$ cat src/rtl/gpio_irq_ctrl.sv
// Interrupt controller for a GPIO bank: fixed-priority arbitration of sticky pin levels,
// CPU request/ack handshake, per-pin clear pulse and clear-timeout error tracking.
//
// state | meaning
// IDLE  | no request outstanding, arbitrate eligible sources
// PEND  | request presented to the CPU, waiting for ack or withdraw
// CLEAR | IRQRES pulse high on the served pin for RES_PULSE cycles
// WAIT  | pulse done, waiting for the pin to drop INTR or time out
module gpio_irq_ctrl #(
    parameter int N_SRC     = 4,
    parameter int RES_PULSE = 2,
    parameter int TMO       = 8,
    localparam int ID_W     = $clog2(N_SRC)
) (
    input  logic             i_clk,
    input  logic             i_rst_n,
    input  logic [N_SRC-1:0] i_intr_in,
    input  logic [N_SRC-1:0] i_irq_mask,
    output logic             o_cpu_irq,
    output logic [ID_W-1:0]  o_cpu_id,
    input  logic             i_cpu_ack,
    output logic [N_SRC-1:0] o_irqres,
    output logic             o_busy,
    output logic [N_SRC-1:0] o_err,
    input  logic [N_SRC-1:0] i_err_clr
);

    localparam int CNT_MAX_VAL = (RES_PULSE > TMO) ? RES_PULSE : TMO;
    localparam int CNT_W       = $clog2(CNT_MAX_VAL) + 1;

    typedef enum logic [1:0] {S_IDLE, S_PEND, S_CLEAR, S_WAIT} state_t;

    state_t             r_state;
    state_t             w_state_nxt;
    logic [ID_W-1:0]    r_id;
    logic [ID_W-1:0]    w_id_nxt;
    logic               r_cpu_irq;
    logic               w_cpu_irq_nxt;
    logic [ID_W-1:0]    r_cpu_id;
    logic [ID_W-1:0]    w_cpu_id_nxt;
    logic [N_SRC-1:0]   r_irqres;
    logic [N_SRC-1:0]   w_irqres_nxt;
    logic [N_SRC-1:0]   r_err;
    logic [N_SRC-1:0]   w_err_set;
    logic [CNT_W-1:0]   r_cnt;
    logic [CNT_W-1:0]   w_cnt_nxt;
    logic [CNT_W-1:0]   w_cnt_inc;
    logic               r_busy;

    logic [N_SRC-1:0]   w_elig;
    logic [ID_W-1:0]    w_winner;
    logic               w_cur_elig;
    logic               w_cur_intr;
    logic               w_pulse_done;
    logic               w_tmo_hit;
    logic [N_SRC-1:0]   w_onehot;

    // Errored sources stay out of arbitration so a stuck pin cannot livelock the controller.
    assign w_elig       = i_intr_in & i_irq_mask & ~r_err;
    assign w_cur_elig   = w_elig[r_id];
    assign w_cur_intr   = i_intr_in[r_id];
    assign w_pulse_done = (r_cnt == CNT_W'(RES_PULSE - 1));
    assign w_tmo_hit    = (r_cnt == CNT_W'(TMO - 1));
    assign w_cnt_inc    = (r_cnt == {CNT_W{1'b1}}) ? r_cnt : r_cnt + CNT_W'(1);
    assign w_onehot     = N_SRC'(1) << r_id;

    always_comb begin
        w_winner = '0;
        for (int i = N_SRC - 1; i >= 0; i--) begin
            if (w_elig[i]) w_winner = ID_W'(i);
        end
    end

    always_ff @(posedge i_clk) begin
        if (!i_rst_n) begin
            r_state   <= S_IDLE;
            r_id      <= '0;
            r_cpu_irq <= 1'b0;
            r_cpu_id  <= '0;
            r_irqres  <= '0;
            r_err     <= '0;
            r_cnt     <= '0;
            r_busy    <= 1'b0;
        end else begin
            r_state   <= w_state_nxt;
            r_id      <= w_id_nxt;
            r_cpu_irq <= w_cpu_irq_nxt;
            r_cpu_id  <= w_cpu_id_nxt;
            r_irqres  <= w_irqres_nxt;
            r_err     <= (r_err & ~i_err_clr) | w_err_set;
            r_cnt     <= w_cnt_nxt;
            r_busy    <= (w_state_nxt != S_IDLE);
        end
    end

    always_comb begin
        w_state_nxt = r_state;
        case (r_state)
            S_IDLE:  if (|w_elig) w_state_nxt = S_PEND;
            S_PEND: begin
                if (!w_cur_elig)    w_state_nxt = S_IDLE;
                else if (i_cpu_ack) w_state_nxt = S_CLEAR;
            end
            S_CLEAR: if (w_pulse_done) w_state_nxt = S_WAIT;
            S_WAIT:  if (!w_cur_intr || w_tmo_hit) w_state_nxt = S_IDLE;
            default: w_state_nxt = S_IDLE;
        endcase
    end

    always_comb begin
        w_id_nxt      = r_id;
        w_cpu_irq_nxt = r_cpu_irq;
        w_cpu_id_nxt  = r_cpu_id;
        w_irqres_nxt  = r_irqres;
        w_cnt_nxt     = r_cnt;
        w_err_set     = '0;
        case (r_state)
            S_IDLE: begin
                w_irqres_nxt  = '0;
                w_cpu_irq_nxt = 1'b0;
                if (|w_elig) begin
                    w_id_nxt      = w_winner;
                    w_cpu_irq_nxt = 1'b1;
                    w_cpu_id_nxt  = w_winner;
                end
            end
            S_PEND: begin
                // Withdraw takes precedence over a coincident ack.
                if (!w_cur_elig) begin
                    w_cpu_irq_nxt = 1'b0;
                end else if (i_cpu_ack) begin
                    w_cpu_irq_nxt = 1'b0;
                    w_irqres_nxt  = w_onehot;
                    w_cnt_nxt     = '0;
                end
            end
            S_CLEAR: begin
                if (w_pulse_done) begin
                    w_irqres_nxt = '0;
                    w_cnt_nxt    = '0;
                end else begin
                    w_cnt_nxt    = w_cnt_inc;
                end
            end
            S_WAIT: begin
                w_irqres_nxt = '0;
                if (w_cur_intr) begin
                    if (w_tmo_hit) w_err_set[r_id] = 1'b1;
                    else           w_cnt_nxt = w_cnt_inc;
                end
            end
            default: begin
                w_irqres_nxt  = '0;
                w_cpu_irq_nxt = 1'b0;
            end
        endcase
    end

    assign o_cpu_irq = r_cpu_irq;
    assign o_cpu_id  = r_cpu_id;
    assign o_irqres  = r_irqres;
    assign o_busy    = r_busy;
    assign o_err     = r_err;

endmodule
$ cat config.mk
export PLATFORM = sky130hd
export DESIGN_NAME = gpio_irq_ctrl
export DESIGN_NICKNAME = d
export VERILOG_FILES = /design/src/rtl/gpio_irq_ctrl.sv
export SDC_FILE = /design/constraint.sdc
export NUM_CORES = 1
export LEC_CHECK = 0
export CORE_ASPECT_RATIO = 1.1
export CORE_MARGIN = 8
export CORE_UTILIZATION = 65
export CTS_CLUSTER_SIZE = 25
export DETAILED_ROUTE_END_ITERATION = 10
export DONT_BUFFER_PORTS = 1
export PLACE_DENSITY = 0.81
export SETUP_SLACK_MARGIN = 0.5
export SKIP_LAST_GASP = 1
export SLEW_MARGIN = 20
export SYNTH_ARGS = -nofsm -noshare
export SYNTH_HDL_FRONTEND = slang
export SYNTH_SLANG_ARGS = --single-unit
$ cat constraint.sdc
create_clock -name i_clk -period 3.9 [get_ports i_clk]
set_clock_uncertainty 0.1 [all_clocks]
set_input_delay 0.195 -clock i_clk [delete_from_list [all_inputs] [get_ports i_clk]]
set_output_delay 0.195 -clock i_clk [all_outputs]
set_load 0.02 [all_outputs]
### Yosys cells after proc, flatten, opt, wreduce, memory -nomap -nowiden

Index checks and enable logic that the tools add are counted.

| operators by class | value |
|---|---|
| $add $sub $neg | 1 |
| order comparisons | 2 |
| equality and inequality tests | 12 |
| shift-type cells | 1 |
| muxes and demuxes | 34 |
| bitwise logic cells | 6 |
| reduce and logical (&&, ||, !) cells | 13 |

Operators by type and width:

| kind | number |
|---|---|
| 4-bit two-way mux | 12 |
| 4-bit case mux with 3 select lines | 2 |
| 2-bit two-way mux | 9 |
| 4-bit bitwise AND | 3 |
| 2-bit != test (second input constant) | 5 |
| 4-bit NOT | 2 |
| 2-bit case mux with 4 select lines | 1 |
| 1-bit two-way mux | 6 |
| 5-bit AND reduction | 1 |
| 4-bit by 1-bit adder with 4-bit output (second input constant) | 1 |
| 1-bit binary-select mux with 2-bit select | 2 |
| 2-bit == test (second input constant) | 2 |
| 4-bit by 1-bit == test with 1-bit output (second input constant) | 1 |
| 4-bit by 3-bit == test with 1-bit output (second input constant) | 1 |
| 4-bit == test (second input constant) | 1 |
| 4-bit OR | 1 |
| 2-bit AND reduction | 2 |
| 2-bit nonzero test | 2 |
| 4-bit OR reduction | 1 |
| 1-bit by 2-bit left shift with 4-bit output (first input constant) | 1 |
| 2-bit by 3-bit < comparator with 1-bit output (second input constant) | 1 |
| 3-bit != test (second input constant) | 1 |
| 3-bit AND reduction | 1 |
| 3-bit nonzero test | 1 |
| 9 further kinds | 9 |

| storage, ports and cells | value |
|---|---|
| flip-flop bits (word level) | 18 |
| input port bits | 15 |

### Longest topological paths before layout

| depth | value |
|---|---|
| word-level depth | 8 |
| depth in mapped cells | 7 |
| depth with buffers taken out | 6 |

### Least setup slack after synthesis

No wires, ideal clock.

| timing path | value |
|---|---|
| path kind | register to register |
| start point | reg, netlist name o_cpu_id[0] |
| end point | reg r_cnt[3] |
| arrival | 1.697 ns |
| setup slack | 2.045 ns |
| stages on the path, launching flop included | 5 |
| path buffers | 0 |
| clock period less this slack | 1.855 ns |
| cells stage by stage | dfxtp_1 -> mux4_2 -> a31oi_4 -> and3_4 -> o221a_2 |

RTL lines:

| what | RTL line | text |
|---|---|---|
| end signal: assignment | 91 | `r_cnt <= w_cnt_nxt;` |
| end: declaration | 45 | `logic [CNT_W-1:0] r_cnt;` |

==> impl_metrics.yaml <==
sta:
  finalHoldViolations: 0
  finalMaxSlewViolations: 0
  max_slew_margin_pct: 59.0
  worst_slack_ns: 1.27
  tightest_slew_ns: 0.615
  post-route-period-util_pct: 67.5
  tns_ns: 0
  rsz0062_at_grt: "no"
  max_freq_mhz: 380
  min_period_ns: 2.63
  setup_violations: 0
logic_synthesis:
  synth_area_leaders: "dfxtp_1, mux4_2, nand3b_1, o2111ai_1, inv_1"
  synth-edff-count: 0
  yosysTopAreaCellShare_pct: 33.3
  ys_seq_area_share_pct: 33.3
  syn_nets: 142
  netlist_area_um2: 1080
  yosys.area.top_type: "dfxtp_1"
  synth.distinct_cells: 38
  ys_warn_count: 0
  yosysMostFrequentCell: "dfxtp_1"
  synth-seq-cells: 18
  synthFlopType: "dfxtp_1"
  ys_top_cells_by_count: "dfxtp_1, inv_1, nor2_1"
  syn_area_per_cell_um2: 8.66
  async_flop_share_pct: 0
  syn_inst: 125
pwr:
  seqPwrFrac_pct: 57.3
  switching_power_mw: 0.129
  switching_share_pct: 32.6
  p_total_mw: 0.396
  power.static_leakage_nw: 0.396
  power.internal_mw: 0.267
  p_per_area_nw_per_um2: 344
  p_clk_share_pct: 22.7
  peakVddDrop_mv: 0.273
  power_frac_comb_pct: 20.0
detailed_routing:
  remaining_drc_errors: 0
  drt_pass1_iterations: 4
  via_count: 1008
  drt-initial-drc-count: 15
  routed_wl_um: 2620
  detail-route-antenna-nets: 0
  vias_per_cell: 7.00
  wl_per_cell_um: 18.2
placement:
  place_ws_ns: 1.71
  gp_congestion: 0.837
  hpwl_um: 1920
  dpl-instance-area_um2: 1080
  io_buffers: 0
worst_setup_path:
  worstSetupEndpointType: "register"
  critPathArrivalTime_ns: 2.78
  worst_path_largest_cell_delay_ns: 0.69
  r2r-start: "o_cpu_id[1]"
  cp.required_ns: 4.05
  path_buf_inv: 2
  worst_setup_path_start_kind: "register"
  cp_max_fo: 13
  crit_path_cell_trace: "inv_1 -> mux4_2 -> or3_1 -> a21oi_1 -> dlygate4sd3_1"
  cpLargestDelayFamily: "buffers and inverters"
  critPathKind: "register to register"
  startpoint: "o_cpu_id[1]"
  cp_slowest_cell: "dfxtp_1"
clock_network:
  postCtsHoldBufs: 5
  clockBufferDepth: 2
  cts-buffers-inserted: 3
  cts_tree: "done"
  clk_pin_slew_ns: 0.10
  root_buffer: "clkbuf_4"
  h-tree-depth: 1
  cts_resized: 0
  clkLatencyLatePin_ns: 0.30
  postCtsSetupBuffers: 0
  cts.sinks: 18
floorplanning:
  die_width_um: 54.9
  placementRows: 15
  die_h_um: 58.8
  ioPinCount: 27
  dieArea_um2: 3230
  initial_core_util_pct: 69.5
  core-area_um2: 1560
worst_hold_path:
  hold_class: "input pin to register"
  min_from: "i_err_clr[0]"
finish:
  regArea_um2: 360
  nets: 146
  final_util_pct: 73.9
  multi_input_comb_area_um2: 656
  area_delta_synth_final_pct: 6.36
  fin_area_um2: 1150
  drive_above_1_share_pct: 8.66
  diodes: 0
  nFillCells: 133
global_routing:
  grt_pass1_vias: 921
  gr-total-overflow: 0
  grtUsageTotal_pct: 16.2
  grt_pass1_wl_um: 4080
  antenna_found_initial: 0
  grt_start_max_net_pins: 16
run_status:
  outcome: "complete, no violations"
flow_run:
  cap_violations: 0
-- stage by stage --
stage | hold WS [ns] | std cells
5_1_grt | 0.00377 | 144
6_report | 0.00519 | 144
3_3_place_gp | 0.241 | 136
2_1_floorplan | 0.233 | 125
4_1_cts | 0.00479 | 144
3_5_place_dp | 0.249 | 136
-- cell usage in the layout (no fill, tap or decap), types with 2 or more instances in the layout --
cell type,count
a21oi_1,8
a31oi_1,6
a32oi_1,2
and4_1,2
and4b_1,3
clkbuf_4,3
dfxtp_1,18
dlygate4sd3_1,5
ha_1,2
inv_1,11
mux4_2,2
nand2b_1,2
nand3_1,2
nand3b_1,6
nand4_1,5
nor2_1,11
nor2b_1,2
nor3_1,4
nor4bb_1,3
o2111ai_1,5
o21ai_0,3
o221a_2,2
o22ai_1,2
or3_1,4
-- layout make-up --
class	count	share of cell area, %
tap	17	1.85
sequential	18	31.3
multi-input combinational	90	57.0
clock buffer	3	1.96
inverter	11	3.59
timing repair buffer	5	4.35
-- worst reg2reg max path, stage by stage (launching register included) --
cell	delay, ns
dfxtp_1	0.69
inv_1	0.21
mux4_2	0.55
or3_1	0.35
a21oi_1	0.14
dlygate4sd3_1	0.55
-- worst paths after layout --
kind / to / slack, ns / cells past startpoint
worst max-delay path: o_cpu_irq / 1.27 / 5
worst max register to register: o_cpu_irq / 1.27 / 5
worst min register to register: r_cnt[1] / 0.41 / 2
worst min-delay path: o_err[0] / 0.005 / 3
-- logic make-up (layout without fill, tap and decap cells) --
family | after synthesis | after routing | synth area share, %
fa+ha+maj | 2 | 2 | 2.31
flops | 18 | 18 | 33.3
mux | 2 | 2 | 4.16
simple gates | 52 | 52 | 31.1
compound gates | 34 | 34 | 23.0
buf+inv | 17 | 19 | 6.13
-- flip-flops by register name, indices dropped and copies added (netlist names) --
| register | cells |
|---|---|
| r_state | 2 |
| r_cnt | 4 |
| o_cpu_id | 2 |
| o_busy | 1 |
| o_cpu_irq | 1 |
| o_err | 4 |
| o_irqres | 4 |
-- routing by layer --
layer / GRT usage [%] / part of all wire (%) / wire length [um]
met2: 26.1 / 48 / 1260
met3: 4.53 / 7.6 / 199
met5: 0 / 0 / 0
met4: 5.84 / 1.2 / 32
met1: 19.5 / 43 / 1130
-- power by group through the flow --
| stage | logic [mW] | registers, mW | clock network (mW) |
|---|---|---|---|
| CTS | 0.0782 | 0.227 | 0.0907 |
| detailed placement | 0.0715 | 0.231 | 0 |
| floorplan | 0.0735 | 0.215 | 0 |
| global route | 0.0870 | 0.229 | 0.0981 |
| global placement | 0.0702 | 0.230 | 0 |
| finish | 0.0792 | 0.227 | 0.0901 |
Power figures use the tool's default switching activity.
